<file path="src/rtl/pipe_ctrl_pkg.sv">
// Shared types and constants for the pipeline hazard/stall controller.
// Imported by pipe_ctrl and pipe_perfcnt.
package pipe_ctrl_pkg;

  typedef enum logic [1:0] {
    RUN   = 2'd0,
    MWAIT = 2'd1
  } state_t;

  localparam logic [4:0] REG_ZERO = 5'd0;

  // Load-use hazard: the EX load writes a register the ID instruction reads.
  function automatic logic load_use_hazard(input logic       memrd,
                                           input logic [4:0] ex_rt,
                                           input logic [4:0] id_rs,
                                           input logic [4:0] id_rt);
    return memrd && (ex_rt != REG_ZERO) && ((ex_rt == id_rs) || (ex_rt == id_rt));
  endfunction

endpackage

</file>
<file path="src/rtl/pipe_perfcnt.sv">
// Saturating stall-cycle and redirect-cycle counters (build with PIPE_PERF_EN).
// One-cycle update latency; no backpressure, counters simply stop at all-ones.
module pipe_perfcnt
  import pipe_ctrl_pkg::*;
#(
  parameter int CNT_W = 16
) (
  input  logic             clk,
  input  logic             rst_n,
  input  logic             stall_i,
  input  logic             flush_i,
  output logic [CNT_W-1:0] stall_cnt_o,
  output logic [CNT_W-1:0] flush_cnt_o
);

  localparam logic [CNT_W-1:0] CNT_ONE = {{(CNT_W-1){1'b0}}, 1'b1};
  localparam logic [CNT_W-1:0] CNT_MAX = {CNT_W{1'b1}};

  logic [CNT_W-1:0] stall_q, stall_d;
  logic [CNT_W-1:0] flush_q, flush_d;

  always_comb begin
    stall_d = stall_q;
    flush_d = flush_q;
    if (stall_i && (stall_q != CNT_MAX)) stall_d = stall_q + CNT_ONE;
    if (flush_i && (flush_q != CNT_MAX)) flush_d = flush_q + CNT_ONE;
  end

  always_ff @(posedge clk or negedge rst_n) begin
    if (!rst_n) begin
      stall_q <= '0;
      flush_q <= '0;
    end else begin
      stall_q <= stall_d;
      flush_q <= flush_d;
    end
  end

  assign stall_cnt_o = stall_q;
  assign flush_cnt_o = flush_q;

endmodule

</file>
<file path="src/rtl/pipe_ctrl.sv">
// Pipeline hazard controller: memory hold > redirect > load-use; controls are zero-latency, mem_err registered.
// Memory hold freezes PC/IF/ID/EX/MEM and bubbles MEM/WB; PIPE_PERF_EN adds stall/flush counters.
module pipe_ctrl
  import pipe_ctrl_pkg::*;
#(
  parameter int TMO_W = 8,
  parameter int CNT_W = 16
) (
  input  logic       clk,
  input  logic       rst_n,
  input  logic       idex_memrd,
  input  logic [4:0] idex_rt,
  input  logic [4:0] ifid_rs,
  input  logic [4:0] ifid_rt,
  input  logic       exmem_brtaken,
  input  logic       exmem_jump,
  input  logic       dmem_req,
  input  logic       dmem_ack,
  output logic       pc_wr,
  output logic       ifid_wr,
  output logic       exmem_wr,
  output logic       ifid_flush,
  output logic       idex_flush,
  output logic       exmem_flush,
  output logic       memwb_bubble,
  output logic       pc_redirect,
  output logic       mem_err,
  output logic [1:0] state
`ifdef PIPE_PERF_EN
  ,
  output logic [CNT_W-1:0] stall_cnt,
  output logic [CNT_W-1:0] flush_cnt
`endif
);

  if (TMO_W < 2 || CNT_W < 1) begin : g_bad_cfg
    $error("pipe_ctrl: TMO_W must be >= 2 and CNT_W >= 1");
  end

  localparam logic [TMO_W-1:0] WDOG_ONE  = {{(TMO_W-1){1'b0}}, 1'b1};
  localparam logic [TMO_W-1:0] WDOG_LAST = {{(TMO_W-1){1'b1}}, 1'b0};

  state_t           state_q, state_d;
  logic [TMO_W-1:0] wdog_q, wdog_d;
  logic             mem_err_q, mem_err_d;

  logic memhold, redirect, load_use;

  assign memhold  = dmem_req & ~dmem_ack;
  assign redirect = exmem_brtaken | exmem_jump;
  assign load_use = load_use_hazard(idex_memrd, idex_rt, ifid_rs, ifid_rt);

  // Controls depend only on the live inputs, so an MWAIT cycle that sees the ack behaves as RUN.
  always_comb begin
    pc_wr        = 1'b0;
    ifid_wr      = 1'b0;
    exmem_wr     = 1'b0;
    ifid_flush   = 1'b0;
    idex_flush   = 1'b0;
    exmem_flush  = 1'b0;
    memwb_bubble = 1'b0;
    pc_redirect  = 1'b0;
    if (!rst_n) begin
      pc_wr = 1'b0;
    end else if (memhold) begin
      memwb_bubble = 1'b1;
    end else if (redirect) begin
      pc_wr       = 1'b1;
      ifid_wr     = 1'b1;
      exmem_wr    = 1'b1;
      ifid_flush  = 1'b1;
      idex_flush  = 1'b1;
      exmem_flush = 1'b1;
      pc_redirect = 1'b1;
    end else if (load_use) begin
      idex_flush = 1'b1;
      exmem_wr   = 1'b1;
    end else begin
      pc_wr    = 1'b1;
      ifid_wr  = 1'b1;
      exmem_wr = 1'b1;
    end
  end

  always_comb begin
    state_d   = state_q;
    wdog_d    = wdog_q;
    mem_err_d = 1'b0;
    case (state_q)
      RUN: begin
        if (memhold) begin
          state_d = MWAIT;
          wdog_d  = '0;
        end
      end
      MWAIT: begin
        if (!memhold) begin
          state_d = RUN;
        end else if (wdog_q == WDOG_LAST) begin
          state_d   = RUN;
          wdog_d    = '0;
          mem_err_d = 1'b1;
        end else begin
          wdog_d = wdog_q + WDOG_ONE;
        end
      end
      default: begin
        state_d = RUN;
        wdog_d  = '0;
      end
    endcase
  end

  always_ff @(posedge clk or negedge rst_n) begin
    if (!rst_n) begin
      state_q   <= RUN;
      wdog_q    <= '0;
      mem_err_q <= 1'b0;
    end else begin
      state_q   <= state_d;
      wdog_q    <= wdog_d;
      mem_err_q <= mem_err_d;
    end
  end

  assign state   = state_q;
  assign mem_err = mem_err_q;

`ifdef PIPE_PERF_EN
  pipe_perfcnt #(
    .CNT_W (CNT_W)
  ) u_perfcnt (
    .clk         (clk),
    .rst_n       (rst_n),
    .stall_i     (~pc_wr),
    .flush_i     (pc_redirect),
    .stall_cnt_o (stall_cnt),
    .flush_cnt_o (flush_cnt)
  );
`endif

endmodule

</file>
<file path="config.mk">
export PLATFORM = sky130hd
export DESIGN_NAME = pipe_ctrl
export DESIGN_NICKNAME = d
export VERILOG_FILES = /design/src/rtl/pipe_ctrl_pkg.sv /design/src/rtl/pipe_perfcnt.sv /design/src/rtl/pipe_ctrl.sv
export SDC_FILE = /design/constraint.sdc
export NUM_CORES = 1
export LEC_CHECK = 0
export BUFFER_PORTS_ARGS = -buffer_cell sky130_fd_sc_hd__buf_2
export CORE_ASPECT_RATIO = 1.1
export CORE_MARGIN = 2
export CORE_UTILIZATION = 41
export CTS_CLUSTER_SIZE = 40
export DETAILED_ROUTE_END_ITERATION = 7
export MAX_ROUTING_LAYER = met4
export PLACE_DENSITY = 0.74
export SLEW_MARGIN = 0
export SYNTH_ARGS = -nofsm -noshare
export SYNTH_HDL_FRONTEND = slang
export SYNTH_HIERARCHICAL = 1
export SYNTH_SLANG_ARGS = --single-unit
</file>
<file path="constraint.sdc">
create_clock -name clk -period 1.5 [get_ports clk]
set_input_delay 0.15 -clock clk [delete_from_list [all_inputs] [get_ports clk]]
set_output_delay 0.15 -clock clk [all_outputs]
set_load 0.02 [all_outputs]
</file>
[Word level (Yosys, flattened, before mapping)]
Cells that the tools add are included.
Word-level totals
  input port bits: 22
  output and inout port bits: 11
  word-level logic and storage cells: 47
  register bits after elaboration: 11
Cells by class
  add/sub/neg operators: 1
  mux-type cells: 26
  bitwise logic cells: 3
  reduce and logical (&&, ||, !) cells: 7
  equal/unequal tests: 7
Operator list (count)
  2-to-1 mux 8 bit: 3
  2-to-1 mux 1 bit: 18
  case mux 8 bit (2 select lines): 1
  equality test 5 bit: 2
  adder 8 x 1 -> 8 bit (second input constant): 1
  equality test 8 bit (second input constant): 1
  2-to-1 mux 2 bit: 3
  nonzero test 5 bit: 1
  != test 2 bit (second input constant): 2
  case mux 2 bit (2 select lines): 1
  AND reduction 2 bit: 2
  != test 3 bit (second input constant): 1
  equality test 2 x 1 -> 1 bit (second input constant): 1
  logical AND 1 bit: 2
  logical NOT 2 bit: 1
  bitwise AND 1 bit: 1
  logical OR 1 bit: 1
  inverter 1 bit: 1
  OR 1 bit: 1

[Logic depth before layout (Yosys ltp)]
  word-level depth: 7
  mapped depth: 6
  gate-level depth less buffers: 6

[Worst setup path before layout]
No wires, ideal clock.
  kind: input to output
  start point: input port idex_rt[1]
  end point: output port pc_wr
  data arrival time: 1519 ps
  setup slack: -169 ps
  stages on the path: 4
  required time: 1350 ps
  buffers on the path: 1
  cells stage by stage: or4_1 > o21a_1 > a31oi_1 > buf_4
Between the ends
  longest elaborated chain between the ends: 7
  elaborated cells between the ends (all ways): 10
  classes of those cells: 2 x eq/ne; 4 x mux; 4 x reduce/logical
Ends and longest elaborated chain
  start: declaration: RTL line pipe_ctrl.sv:12  | input logic [4:0] idex_rt,
  equality test 5 bit / nonzero test 5 bit (equally long branches): RTL line pipe_ctrl_pkg.sv:17  | return memrd && (ex_rt != REG_ZERO) && ((ex_rt == id_rs) || (ex_rt == id_rt));
  logical OR 1 bit / logical AND 1 bit (equally long branches): RTL line pipe_ctrl_pkg.sv:17
  logical AND 1 bit *: RTL line pipe_ctrl_pkg.sv:17
  2-to-1 mux 1 bit * (4 in series)
  end: declaration: RTL line pipe_ctrl.sv:19  | output logic pc_wr,
Every way passes the cells marked *; elsewhere a longest branch is shown, timed or not.

[Worst setup path after layout]
  start point: input port idex_rt[1]
  end point: output port idex_flush
Between the ends
  longest elaborated chain between the ends: 7
  elaborated cells between the ends (all ways): 10
  classes of those cells: 2 x eq/ne; 4 x mux; 4 x reduce/logical
Ends and longest elaborated chain
  equality test 5 bit / nonzero test 5 bit (equally long branches): RTL line pipe_ctrl_pkg.sv:17
  logical OR 1 bit / logical AND 1 bit (equally long branches): RTL line pipe_ctrl_pkg.sv:17
  logical AND 1 bit *: RTL line pipe_ctrl_pkg.sv:17
  2-to-1 mux 1 bit *: RTL line pipe_ctrl.sv:75  | end else if (load_use) begin
  2-to-1 mux 1 bit *: RTL line pipe_ctrl.sv:67  | end else if (redirect) begin
  2-to-1 mux 1 bit *: RTL line pipe_ctrl.sv:65  | end else if (memhold) begin
  2-to-1 mux 1 bit *: RTL line pipe_ctrl.sv:63  | if (!rst_n) begin
  end: declaration: RTL line pipe_ctrl.sv:23  | output logic idex_flush,
Marks and branches as above.

==> impl_metrics.yaml <==
floorplanning:
  dieWidth_um: 44.2
  start_util_pct: 45.1
  num_rows: 15
  core_mm2: 0.00161
  die_h_um: 48.2
  ioPinCount: 33
  die-area_mm2: 0.00213
placement:
  placed_area_um2: 961
  numPortBuffers: 31
  place_hpwl_um: 1390
  post-place-ws_ns: -0.0809
  place.gp.congestion: 0.872
timing:
  rsz0062_at_grt: "true"
  finClkSkew_ns: 0.00199
  layout_setup_ws_ns: -0.0160
  setup_violations: 1
  max_freq_mhz: 660
  fin_crit_sh_pct: 101
  hold_viol: 0
  finalCriticalPeriod_ns: 1.52
  slew_violations: 0
setup_path:
  crit-reg2reg-launch: "wdog_q[0]$_DFFE_PN0P_"
  reg2reg_depth: 7
  crit_arrival_ns: 1.37
  r2r_setup_slack_ns: 0.04
  cp.required_ns: 1.35
  cp-start-kind: "input port"
  cp_max_fo: 2
  criticalPathCategory: "input port to output pin"
  r2r-end: "wdog_q[0]$_DFFE_PN0P_"
  end_kind: "output pin"
yosys:
  synth_top_area_share_pct: 34.4
  synth_area_um2: 728
  synth_area_leaders: "dfrtp_1 34%, xnor2_1 12%, a22o_1 6.0%"
  yosys.area.top_type: "dfrtp_1"
  syn_avg_cell_area_um2: 8.77
  synth-seq-cells: 10
  synth_cell_types: 31
  ys_seq_area_share_pct: 34.4
  synth_cells: 83
  ys.flop_type: "dfrtp_1"
  syn_nets: 107
  ys_warn_count: 6
  synthArstFlopShare_pct: 100
  synth-edff-count: 0
routing:
  drtIter0Drc: 6
  wl_per_cell_um: 13.1
  wl_met1_um: 681
  wl_um: 1890
  route.detailed.drc: 0
  vias_per_cell: 5.28
  met3_length_um: 90
  met2WireLength_um: 1060
  top_layer_used: "met4"
  ant_nets: 0
  drtPass1Iterations: 4
  vias: 761
cells_and_area:
  num_antenna_cells: 0
  layout.nets: 153
  area_delta_synth_final_pct: 51.9
  finalInstanceArea_mm2: 0.00111
  drive_gt1_share_pct: 46.5
clock_tree:
  clk_latency_ns: 0.27
  cts_buffers: 3
  h-tree-depth: 1
  cts.clk_slew.worst_paths_ns: 0.07
  cts_num_sinks: 10
  cts_root_buffer: "clkbuf_4"
  cts_tree: "done"
  clock_path_buffers: 2
pwr:
  leakage_nw: 0.529
  powerDensity_mw_per_mm2: 633
  worst_ir_drop_vdd_mv: 0.326
global_routing:
  grt_max_degree: 12
  grt-ovfl-total: 0
  grt_util_all_layers_pct: 20.6
  grt_pass1_vias: 726
  grt_first_pass_wirelength_um: 2890
  antenna_found_initial: 0
status:
  status: "complete, but fails checks"
  violations: "setup timing"
worst_hold_path:
  worstHoldPathCells: 3
  min_to: "mem_err$_DFF_PN0_"
  worstHoldStart: "dmem_ack"
  hold_path_class: "input port to flop"
job:
  drv_cap: 0
-- worst max-delay path, cell delays in order --
cell	delay, ns
buf_6	0.09
or4_1	0.53
o21a_1	0.24
a31o_1	0.24
buf_6	0.13
-- what timing repair did --
item / 4_1_cts / 5_1_grt
buffers inserted: 2 / 2
hold buffers: 1 / 0
endpoints found under the setup margin: 9 / 12
resized for setup: 15 / 6
pin swaps: 10 / 7
hold endpoints to repair: 10 / 0
-- state kept, by name, summed over array words and instances (netlist names) --
register / flops
state: 1
wdog_q: 8
mem_err: 1
-- metrics by stage --
step	utilization [%]	TNS [ns]	power [mW]	cells	hold WS, ns
6_report	68.5	-0.0160	0.700	144	0.288
3_5_place_dp	59.5	-0.284	0.476	136	0.117
4_1_cts	66.0	-0.464	0.684	142	0.278
2_1_floorplan	-	-0.00950	0.395	83	-0.146
5_1_grt	68.5	-0.258	0.735	144	0.294
3_3_place_gp	59.5	-0.0511	0.469	136	0.113
-- per-layer routing --
| layer | track usage [%] | up-vias |
|---|---|---|
| met2 | 38.2 | 29 |
| li1 | - | 376 |
| met4 | 18.2 | 0 |
| met5 | - | - |
| met3 | 3.33 | 5 |
| met1 | 18.5 | 351 |
-- final cells by class --
cell class	instances	area [um^2]
multi-input cells	65	494
clock buffers	3	22.5
repair buffers	46	307
inverters	3	11.3
flip-flops and latches	10	250
fillers	128	508
well taps	17	21.3
-- how the worst max path moves through the flow --
stage | start | end | slack (ns)
6_report | idex_rt[1] | idex_flush | -0.02
5_1_grt | idex_rt[1] | idex_flush | -0.06
4_1_cts | wdog_q[0]$_DFFE_PN0P_ | wdog_q[2]$_DFFE_PN0P_ | -0.08
3_5_place_dp | wdog_q[0]$_DFFE_PN0P_ | wdog_q[0]$_DFFE_PN0P_ | -0.08
3_3_place_gp | wdog_q[0]$_DFFE_PN0P_ | wdog_q[0]$_DFFE_PN0P_ | -0.03
2_1_floorplan | wdog_q[0]$_DFFE_PN0P_ | wdog_q[0]$_DFFE_PN0P_ | -0.009
-- where the power goes --
part | switching (mW) | internal, mW
sequential | 0.00779 | 0.277
combinational | 0.109 | 0.115
clock | 0.0980 | 0.0930
total | 0.215 | 0.485
-- logic make-up (layout without fill, tap and decap cells) --
kind of cell	Yosys count	count (layout)	share of synthesized area [%]
multiplexers	2	2	2.92
flip-flops	10	10	34.4
XOR/XNOR	10	10	12.0
AND/OR/NAND/NOR	32	32	21.8
AO/OA/AOI/OAI	18	18	18.7
adder cells (fa/ha/maj)	2	2	3.44
other	1	1	0.515
buffers and inverters	8	52	6.19
-- cells in the final DEF (no fill, tap or decap), types with 4 or more instances in the layout --
master / instances
nand2_1: 7
o21ai_1: 4
nand3_1: 4
nor2_1: 6
nor3_1: 4
buf_2: 27
buf_4: 11
xnor2_1: 10
a22o_1: 5
dfrtp_1: 10
buf_6: 7
-- cell usage after synthesis, types with 2 or more instances --
| master | number |
|---|---|
| a22o_1 | 5 |
| buf_4 | 4 |
| dfrtp_1 | 10 |
| nor3_1 | 4 |
| o21ai_1 | 5 |
| nand2_1 | 7 |
| inv_1 | 3 |
| nand3_1 | 5 |
| nor2_1 | 6 |
| and3_1 | 2 |
| ha_1 | 2 |
| nor2b_1 | 2 |
| xnor2_1 | 10 |
Note: power is estimated with default switching activity, not from simulation.
